`src/rtl/imem_loader.sv`:
```
// imem_loader: receives a byte stream, packs it little-endian into 32-bit
// words and writes them to instruction memory. The core is held in reset
// until a load completes successfully.
// Optional feature: define IMEM_LOADER_CHECKSUM_EN to accept one trailing
// checksum byte. The load succeeds only if the 8-bit sum of every payload
// byte plus the checksum byte is zero.
module imem_loader #(
    parameter int ADDR_W = 8,
    parameter int DEPTH  = 256
) (
    input  logic              clk,
    input  logic              reset,
    input  logic              start,
    input  logic [ADDR_W:0]   len,
    input  logic              in_valid,
    input  logic [7:0]        in_data,
    output logic              in_ready,
    output logic              imem_we,
    output logic [ADDR_W-1:0] imem_addr,
    output logic [31:0]       imem_wdata,
    output logic              core_reset_n,
    output logic              busy,
    output logic              done,
    output logic              error
);

`ifdef IMEM_LOADER_CHECKSUM_EN
    typedef enum logic [2:0] {IDLE, RECV, WRITE, CHECK, DONE} state_t;
`else
    typedef enum logic [2:0] {IDLE, RECV, WRITE, DONE} state_t;
`endif

    localparam logic [ADDR_W:0] DEPTH_W = (ADDR_W+1)'(DEPTH);
    localparam logic [ADDR_W:0] ONE_W   = (ADDR_W+1)'(1);

    state_t            state;
    logic [ADDR_W:0]   len_q;
    logic [ADDR_W:0]   word_cnt;
    logic [1:0]        byte_cnt;
    logic [31:0]       asm_q;
    logic              xfer;
    logic [ADDR_W:0]   word_nxt;
`ifdef IMEM_LOADER_CHECKSUM_EN
    logic [7:0]        sum_q;
    logic [7:0]        sum_nxt;
`endif

    // in_ready is registered, so a transfer is a plain AND of the handshake
    assign xfer     = in_valid & in_ready;
    assign word_nxt = word_cnt + ONE_W;
`ifdef IMEM_LOADER_CHECKSUM_EN
    assign sum_nxt  = sum_q + in_data;
`endif

    // Load sequencer: state, counters, word assembly and all registered outputs
    always_ff @(posedge clk or negedge reset) begin
        if (!reset) begin
            state        <= IDLE;
            len_q        <= '0;
            word_cnt     <= '0;
            byte_cnt     <= '0;
            asm_q        <= '0;
`ifdef IMEM_LOADER_CHECKSUM_EN
            sum_q        <= '0;
`endif
            in_ready     <= 1'b0;
            imem_we      <= 1'b0;
            imem_addr    <= '0;
            imem_wdata   <= '0;
            core_reset_n <= 1'b0;
            busy         <= 1'b0;
            done         <= 1'b0;
            error        <= 1'b0;
        end else begin
            // write strobe is a single-cycle pulse, raised only on the 4th byte
            imem_we <= 1'b0;
            case (state)
                IDLE, DONE: begin
                    if (start) begin
                        len_q        <= len;
                        word_cnt     <= '0;
                        byte_cnt     <= '0;
                        asm_q        <= '0;
`ifdef IMEM_LOADER_CHECKSUM_EN
                        sum_q        <= '0;
`endif
                        done         <= 1'b0;
                        error        <= 1'b0;
                        core_reset_n <= 1'b0;
                        if (len > DEPTH_W) begin
                            // oversize program: refuse without touching memory
                            error    <= 1'b1;
                            busy     <= 1'b0;
                            in_ready <= 1'b0;
                            state    <= IDLE;
                        end else if (len == '0) begin
`ifdef IMEM_LOADER_CHECKSUM_EN
                            busy     <= 1'b1;
                            in_ready <= 1'b1;
                            state    <= CHECK;
`else
                            done         <= 1'b1;
                            core_reset_n <= 1'b1;
                            busy         <= 1'b0;
                            in_ready     <= 1'b0;
                            state        <= DONE;
`endif
                        end else begin
                            busy     <= 1'b1;
                            in_ready <= 1'b1;
                            state    <= RECV;
                        end
                    end
                end
                RECV: begin
                    if (xfer) begin
                        // shift in from the top: after 4 bytes byte 0 sits in 7:0
                        asm_q    <= {in_data, asm_q[31:8]};
                        byte_cnt <= byte_cnt + 2'd1;
`ifdef IMEM_LOADER_CHECKSUM_EN
                        sum_q    <= sum_nxt;
`endif
                        if (byte_cnt == 2'd3) begin
                            imem_we    <= 1'b1;
                            imem_addr  <= word_cnt[ADDR_W-1:0];
                            imem_wdata <= {in_data, asm_q[31:8]};
                            in_ready   <= 1'b0;
                            state      <= WRITE;
                        end
                    end
                end
                WRITE: begin
                    word_cnt <= word_nxt;
                    if (word_nxt == len_q) begin
`ifdef IMEM_LOADER_CHECKSUM_EN
                        in_ready <= 1'b1;
                        state    <= CHECK;
`else
                        done         <= 1'b1;
                        core_reset_n <= 1'b1;
                        busy         <= 1'b0;
                        state        <= DONE;
`endif
                    end else begin
                        in_ready <= 1'b1;
                        state    <= RECV;
                    end
                end
`ifdef IMEM_LOADER_CHECKSUM_EN
                CHECK: begin
                    if (xfer) begin
                        in_ready <= 1'b0;
                        busy     <= 1'b0;
                        if (sum_nxt == 8'd0) begin
                            done         <= 1'b1;
                            core_reset_n <= 1'b1;
                            state        <= DONE;
                        end else begin
                            error <= 1'b1;
                            state <= IDLE;
                        end
                    end
                end
`endif
                default: begin
                    in_ready <= 1'b0;
                    busy     <= 1'b0;
                    state    <= IDLE;
                end
            endcase
        end
    end

endmodule

```
`config.mk`:
```
export PLATFORM = sky130hd
export DESIGN_NAME = imem_loader
export DESIGN_NICKNAME = d
export VERILOG_FILES = /design/src/rtl/imem_loader.sv
export SDC_FILE = /design/constraint.sdc
export NUM_CORES = 1
export LEC_CHECK = 0
export CAP_MARGIN = 20
export CORE_ASPECT_RATIO = 1.1
export CORE_MARGIN = 10
export CORE_UTILIZATION = 48
export DETAILED_ROUTE_END_ITERATION = 10
export MAX_ROUTING_LAYER = met4
export PLACE_DENSITY = 0.76
export SLEW_MARGIN = 20
export SYNTH_ARGS = -nofsm -noshare
export SYNTH_HDL_FRONTEND = slang
export SYNTH_SLANG_ARGS = --single-unit
export TNS_END_PERCENT = 10
```
`constraint.sdc`:
```
create_clock -name clk -period 2 [get_ports clk]
set_input_delay 0.5 -clock clk [delete_from_list [all_inputs] [get_ports clk]]
set_output_delay 0.5 -clock clk [all_outputs]
set_load 0.01 [all_outputs]
```
==> results of run 1 <==
-- registers in the layout (all words and copies together) (netlist names), 2 cells and up --
| register | flops |
|---|---|
| len_q | 9 |
| state | 2 |
| asm_q | 24 |
| imem_addr | 8 |
| imem_wdata | 32 |
| byte_cnt | 2 |
| word_cnt | 9 |
-- placed cells by master (no fill, tap or decap), types with 7 or more instances in the layout --
cell type        count
xnor2_1              7
nor3_1               9
mux2_2              10
inv_1               11
nand2_1            130
clkdlybuf4s50_1     65
nor2_1               8
o21ai_0             13
a22o_1              27
buf_4               24
dfrtp_1             86
clkbuf_8             9
nand3_1              8
-- cell families (layout without fill, tap and decap cells) --
logic type / Yosys count / after routing / share of synthesized area
simple gates: 175 / 175 / 0.185
mux: 14 / 14 / 0.0381
flops: 91 / 91 / 0.569
xor+xnor: 12 / 12 / 0.0263
compound gates: 65 / 65 / 0.120
fa+ha+maj: 6 / 6 / 0.0187
buf+inv: 35 / 122 / 0.0431
-- worst max-delay path: stages, from the launching register on --
cell and delay, ns:
dfrtp_2 0.47, ha_4 0.20, a21oi_2 0.11, o31ai_2 0.08
a221oi_2 0.33, a41oi_2 0.09, o31a_1 0.33, a311o_1 0.27
-- power groups by stage --
stage          registers [mW]  clock network (mW)  logic (mW)
3_3_place_gp             2.31                   0        1.40
3_5_place_dp             2.32                   0        1.44
2_1_floorplan            2.27                   0       0.945
4_1_cts                  2.29                1.26        1.48
5_1_grt                  2.34                1.35        1.68
6_report                 2.31                1.24        1.53
-- metrics by stage --
| step | cells | setup slack [ns] |
|---|---|---|
| 5_1_grt | 593 | -0.0337 |
| 6_report | 593 | 0.0130 |
| 3_3_place_gp | 577 | -0.217 |
| 3_5_place_dp | 577 | -0.234 |
| 4_1_cts | 593 | 0.00526 |
| 2_1_floorplan | 398 | 0.00481 |
-- timing repair --
item                       in CTS  in global routing
setup endpoints to repair       1                  4
pin swaps                       3                  8
gates resized for setup         8                 13
-- cell usage after synthesis, types with 3 or more instances --
cell | instances | share of area
inv_1 | 11 | 0.010
nand2_1 | 130 | 0.12
ha_1 | 6 | 0.019
o31ai_1 | 3 | 0.0056
nor2_1 | 9 | 0.0084
buf_2 | 5 | 0.0062
mux2i_1 | 4 | 0.010
mux2_2 | 10 | 0.028
a21oi_1 | 7 | 0.0087
xnor2_1 | 9 | 0.020
nand4_1 | 3 | 0.0047
o21ai_0 | 13 | 0.016
nor3_1 | 9 | 0.011
buf_6 | 4 | 0.011
dfrtp_1 | 91 | 0.57
clkbuf_1 | 12 | 0.011
xor2_1 | 3 | 0.0066
nand3_1 | 9 | 0.011
a22o_1 | 27 | 0.059
-- routing by layer --
metal	up-vias	part of all wire
li1	1515	-
met1	1547	0.45
met2	87	0.49
met3	9	0.048
met4	0	0.010
met5	-	0
-- worst paths after layout --
| path | depth (start not counted) | endpoint | start | slack, ns |
|---|---|---|---|---|
| max in group asynchronous | 2 | word_cnt[0] | reset | 1.43 |
| setup reg to reg | 7 | in_ready | word_cnt[0] | 0.01 |
| hold reg to reg | 2 | imem_addr[3] | imem_addr[3] | 0.48 |
| setup / recovery | 7 | in_ready | word_cnt[0] | 0.01 |
| min in group clk | 2 | imem_addr[3] | imem_addr[3] | 0.48 |
| hold / removal | 1 | done | reset | 0.04 |
-- cell type report --
| class | count | area share |
|---|---|---|
| sequential | 91 | 0.435 |
| multi-input combinational | 272 | 0.312 |
| timing repair buffer | 95 | 0.180 |
| tap | 108 | 0.0258 |
| clock buffer | 9 | 0.0236 |
| clock inverter | 7 | 0.0155 |
| inverter | 11 | 0.00787 |
==> results.yml, run 1 <==
pwr:
  p_comb_frac: 0.301
  clockPowerShare: 0.245
  switchingPower_mw: 1.74
  p_seq_frac: 0.454
  ir_drop_v: 0.000709
  leakage_nw: 2.48
  p_int_mw: 3.33
  finalPower_mw: 5.08
  power_density_nw_per_um2: 969
  swShare: 0.343
drt:
  postRouteAntennaNets: 0
  drt_first_pass_iters: 5
  drt-initial-drc-count: 175
  drc: 0
  wl_um: 9310
  vias_per_cell: 5.33
  vias: 3158
  routedWlPerCell_um: 15.7
clock_network:
  cts-root-buf: "clkbuf_8"
  htree_levels: 3
  clkLatencyLatePin_ns: 0.37
  clk_pin_slew_worst_paths_ns: 0.10
  post_cts_buffers: 0
  cts_tree: "built"
  cts.sinks: 91
  ctsHoldBuffers: 0
  clock_path_buffers: 2
  cts_buffers: 9
global_routing:
  grt_busiest_layer: "met2"
  antenna_found_initial: 0
  overflow: 0
  grt_pass1_vias: 3144
  use_met3: 0.0239
  grt.total_usage: 0.158
  grt_first_pass_wirelength_um: 15500
  grtUsageMet2: 0.250
  grt_max_degree: 40
  use_met1: 0.203
synthesis:
  synth_edf_count: 0
  syn-num-nets: 425
  synth_cell_type_count: 45
  syn_avg_cell_area_um2: 10.1
  synth-main-ff-cell: "dfrtp_1"
  ys_seq_area_frac: 0.569
  yosysWarnings: 0
  ys_ff_latch: 91
  syn_inst: 398
  synthArstFlopShare: 1.00
  synth_area_um2: 4000
cells_and_area:
  area.growth.synth_to_final_pct: 31.0
  fillers: 629
  post-route-cell-area_um2: 5240
  seq_area_um2: 2280
  final_util: 0.652
  drive_above_1_share: 0.171
  nNetsFinal: 507
  diodes: 0
  multiInputGateArea_um2: 1640
place:
  dp_hpwl_um: 6770
  postPlaceCellArea_um2: 4950
  port_buffers: 66
  place_congestion: 0.913
timing:
  skew_ns: 0.0102
  tns_ns: 0
  fin_crit_sh: 0.994
  relSlewSlack: 0.567
  min_period_ns: 1.99
  worst_slew_pin_slew_ns: 0.645
  finalMaxSlewViolations: 0
  hold_violations: 0
  finalSetupViolCount: 0
  timing.hold.ws_ns: 0.0443
  rsz0062_at_grt: "yes"
  fmaxAchievable_mhz: 503
min_path:
  hp-class: "in -> async"
critical_path:
  path_class: "reg -> reg"
  cp-start-kind: "flip-flop"
  path_max_fanout: 5
  end_kind: "flip-flop"
  cp.required_ns: 2.25
  cp.arrival_ns: 2.24
floorplan:
  die_h_um: 116
  die_w_um: 107
  dieArea_um2: 12400
  ios: 67
  start_util: 0.498
  rows: 34
  core_area_um2: 8040
run_status:
  status: "finished clean"
job:
  drv_cap: 0
Note: power is estimated with default switching activity, not from simulation.
==> run 2, diff against run 1 <==
- CORE_UTILIZATION: 48 -> 45
- PLACE_DENSITY: 0.76 -> 0.72
==> run 2 against run 1 <==
Against the previous run: critical path depth grew 2; via count down 0.85%; clock skew is 0.0064 ns higher; combinational power is essentially flat; die area rose by 5.5%; clock power down 8%; critical endpoint unchanged; highest routed layer unchanged.
==> results.yml, run 2 (synthesis gave the netlist of run 1 again) <==
timing:
  worst_slew_pin_slew_ns: 0.608
  timing.hold.ws_ns: 0.0535
  rsz0062_at_grt: "yes"
  fin_crit_sh: 0.998
  finalMaxSlewViolations: 0
  worst_slack_ns: 0.00306
  fmaxAchievable_mhz: 501
  min_period_ns: 2.00
  finalSetupViolCount: 0
  tns_ns: 0
  hold_violations: 0
  skew_ns: 0.0166
  relSlewSlack: 0.592
place:
  port_buffers: 66
  place_congestion: 0.847
  dp_hpwl_um: 6900
  post-place-cells: 587
  postPlaceCellArea_um2: 4990
  dp_slack_ns: -0.333
cells_and_area:
  nNetsFinal: 512
  largest_reg_flops: 32
  reg.largest.list: "imem_wdata (32), asm_q (24)"
  final_util: 0.599
  regMostFlops: "imem_wdata"
  fillers: 736
  post-route-cell-area_um2: 5260
  final_cell_mix: "130 x nand2_1, 89 x dfrtp_1, 65 x clkdlybuf4s50_1"
  diodes: 0
  fin_cells: 604
  area.growth.synth_to_final_pct: 31.4
  final_common_cell: "nand2_1"
  drive_above_1_share: 0.169
global_routing:
  grt_pass1_vias: 3181
  grt_max_degree: 40
  overflow: 0
  grt.total_usage: 0.153
  antenna_found_initial: 0
  grt_first_pass_wirelength_um: 15900
job:
  drv_cap: 0
pwr:
  leakage_nw: 2.51
  finalPower_mw: 5.00
  power_density_nw_per_um2: 951
  ir_drop_v: 0.000664
  switchingPower_mw: 1.68
  p_seq_frac: 0.460
  p_comb_frac: 0.313
  p_int_mw: 3.33
  swShare: 0.335
  clockPowerShare: 0.227
clock_network:
  clkLatencyLatePin_ns: 0.36
  clk_pin_slew_worst_paths_ns: 0.10
  cts_buffers: 9
  cts-root-buf: "clkbuf_8"
  clock_path_buffers: 2
  htree_levels: 3
  ctsHoldBuffers: 0
  cts_tree: "built"
  cts.sinks: 91
drt:
  routedWlPerCell_um: 15.7
  vias_per_cell: 5.18
  drc: 0
  drt-initial-drc-count: 197
  drt_first_pass_iters: 4
  wl_um: 9490
  postRouteAntennaNets: 0
  vias: 3131
critical_path:
  regToRegStartpoint: "word_cnt[0]"
  end_kind: "flip-flop"
  cp.required_ns: 2.25
  path_class: "reg -> reg"
  path_max_fanout: 4
  cp-start-kind: "flip-flop"
  crit_slowest_cell: "dfrtp_2"
  path_cells: "buf_6 -> buf_4 -> and3_4 -> mux2i_1 -> mux2i_1 -> a21oi_2 -> nor3_2 -> buf_4 -> a311o_1"
  cp.arrival_ns: 2.25
  critPathMaxStageDelay_ns: 0.45
  crit_start: "word_cnt[0]"
min_path:
  hp-class: "in -> async"
run_status:
  status: "finished clean"
floorplan:
  core_area_um2: 8780
  dieArea_um2: 13100
  rows: 36
  ios: 67
  die_h_um: 119
  start_util: 0.456
  die_w_um: 110
-- run 2: cell types whose count changed in the layout (fill, tap and decap cells not counted), moves of 2 or more --
cell | before | now
dfrtp_1 | 86 | 89
dfrtp_2 | 5 | 2
buf_4 | 24 | 29
clkinvlp_4 | 0 | 2
clkinv_8 | 2 | 0
-- run 2: final timing paths --
check                      slack (ns)        endpoint  cells past startpoint
max                             0.003        in_ready                      9
min                              0.05  imem_wdata[24]                      1
max reg2reg                     0.003        in_ready                      9
min reg2reg                      0.48   imem_wdata[2]                      2
max in group asynchronous        1.28     word_cnt[2]                      2
min in group clk                 0.48   imem_wdata[2]                      2
-- run 2: per-layer routing --
layer	track usage	wire length, um	vias to the layer above
met2	0.239	4770	76
met4	0.0546	112	0
met3	0.0351	470	9
li1	-	-	1519
met5	-	0	-
met1	0.190	4130	1527
-- run 2: timing repair --
item,4_1_cts,5_1_grt
setup buffers,1,0
resized for setup,10,8
endpoints found under the setup margin,3,4
pin swaps,6,6
hold endpoints to repair,0,0
-- run 2: layout make-up --
| cell class | count | area (um^2) | area share |
|---|---|---|---|
| Sequential cell | 91 | 2280 | 0.433 |
| Multi-Input combinational cell | 272 | 1640 | 0.312 |
| Timing Repair Buffer | 100 | 980 | 0.186 |
| Tap cell | 114 | 143 | 0.0271 |
| Clock buffer | 10 | 128 | 0.0243 |
| Clock inverter | 6 | 48.8 | 0.00927 |
| Inverter | 11 | 41.3 | 0.00785 |
-- run 2: power by group through the flow --
stage | Combinational, mW | Clock, mW | Sequential [mW]
after detailed placement | 1.47 | 0 | 2.31
after global routing | 1.72 | 1.25 | 2.34
after floorplan | 0.945 | 0 | 2.27
after global placement | 1.42 | 0 | 2.30
final | 1.56 | 1.14 | 2.30
after CTS | 1.54 | 1.17 | 2.28
-- run 2: worst max-delay path, delay by kind of cell, from the launching register on --
| family | cells | cell delay, ns |
|---|---|---|
| AO/OA/AOI/OAI | 2 | 0.53 |
| AND/OR/NAND/NOR | 2 | 0.24 |
| flip-flops | 1 | 0.45 |
| buffers and inverters | 3 | 0.42 |
| multiplexers | 2 | 0.25 |
==> RTL change, RTL diff (settings of run 1) <==
Re-encode `state_t` (4 states) as one-hot, 4 bits wide.
--- a/src/rtl/imem_loader.sv
+++ b/src/rtl/imem_loader.sv
@@ -28,5 +28,5 @@
     typedef enum logic [2:0] {IDLE, RECV, WRITE, CHECK, DONE} state_t;
 `else
-    typedef enum logic [2:0] {IDLE, RECV, WRITE, DONE} state_t;
+    typedef enum logic [3:0] {IDLE = 4'b0001, RECV = 4'b0010, WRITE = 4'b0100, DONE = 4'b1000} state_t;
 `endif
 
Function: no difference found for any inputs over 4 cycles, from zero or initial values and one cycle with reset low; so few cycles prove little.
==> RTL change against run 1 <==
  * Largest power group unchanged
  * Worst setup slack better by 0.043 ns
  * Count of clock-buffer cells in the layout stayed put
  * Final area increased by 1.8%
  * First-iteration DRC count decreased by 21%
  * Wire length fell by 5.2%
  * Synthesized area increased by 3.6%
  * Combinational power decreased by 16%
  * Total power down 5.0%
  * Largest cell class unchanged
  * Sequential cell count up 2
  * Fmax up 2.2%
==> RTL change: results (changes against run 1) <==
- Post-Syn Nets: 394 (-7.3%)
- Regs by FF count: imem_wdata (32), asm_q (24)
- GPL Wtd Cong: 0.823 (-9.8%)
- WL per Instance: 15.6 um (-0.33%)
- NumNets Final: 473 (-6.7%)
- DR iter-0 viols: 139 (-21%)
- Layout cells sized above 1: 0.230 (+0.0584)
- First-pass GRT wire length: 14,900 um (-3.4%)
- Synth top cells by count: 92 x dfrtp_1, 64 x nand2_1, 43 x mux2_2
- CP max stage cell: or4_1
- DP HPWL: 6250 um (-7.5%)
- Vias per cell: 5.26 (-1.2%)
- Status: completed
- Rel. slew slack: 0.665 (+0.0980)
- Overall global routing resource usage: 0.145 (-0.0130)
- Critical path buffers and inverters: 1 (+1)
- Clock transition at path regs: 0.10 ns (about the same)
- First drt pass iteration count: 4 (-1)
- Leakage: 2.37 nW (-4.7%)
- Largest net degree at the start of global routing: 63 (+57%)
- Sum Neg Setup Slack: 0 ns (unchanged)
- Vias in the first global route: 3,028 (-3.7%)
- Final Skew: 0.0135 ns (+0.00325 ns)
- Worst vdd ir: 0.000572 V (-19%)
- # fillers: 675 (+7.3%)
- Critical path data arrival time: 2.18 ns (-0.06 ns)
- Clk_lat worst skew: 0.35 ns (-0.02 ns)
- Ys Warns: 0 (unchanged)
- R2r setup slk: 0.06 ns (+0.04 ns)
- R2R depth: 7 (unchanged)
[RTL change: cells by family after synthesis]
group / after synthesis / share of synthesized area
compound gates: 71 / 0.0993
xor+xnor: 13 / 0.0275
fa+ha+maj: 4 / 0.0121
buf+inv: 28 / 0.0314
flops: 93 / 0.562
mux: 50 / 0.136
simple gates: 110 / 0.132
[RTL change: worst reg2reg max path: stages (launching register included)]
cell     delay [ns]
dfrtp_2        0.44
buf_4          0.15
nand3_4        0.10
nor2_1         0.06
or4_1          0.48
a31oi_2        0.25
nand4_1        0.15
o21a_1         0.20
[RTL change: cell type report]
cell class	count	share of cell area
timing repair buffer	92	0.170
inverter	4	0.00281
tap	111	0.0260
sequential	93	0.437
clock inverter	7	0.0164
clock buffer	9	0.0232
multi-input combinational	248	0.325
[RTL change: report_power, final]
part,internal (W),switching [W]
sequential,0.00206,0.000175
clock,0.000608,0.000695
combinational,0.000625,0.000660
[RTL change: metrics by stage]
step	instance area (sq um)	hold slack [ns]	cells	setup WS, ns
2_1_floorplan	4150	0.204	369	0.128
4_1_cts	5240	0.499	555	0.0248
3_5_place_dp	5010	0.363	538	-0.290
6_report	5340	0.494	564	0.0560
3_3_place_gp	5010	0.362	538	-0.228
5_1_grt	5340	0.508	564	-0.0233
[RTL change: routing by layer]
| metal | vias to the layer above | track usage | wire length (um) |
|---|---|---|---|
| met3 | 8 | 0.0329 | 391 |
| met2 | 50 | 0.224 | 4380 |
| li1 | 1448 | - | - |
| met4 | 0 | 0.0470 | 90 |
| met1 | 1462 | 0.184 | 3960 |
| met5 | - | - | 0 |
[RTL change: what timing repair did]
item / 4_1_cts / 5_1_grt
endpoints found under the setup margin: 0 / 29
hold buffers: 1 / 0
buffers inserted: 0 / 9
hold endpoints to repair: 12 / 0
resized for setup: 0 / 9
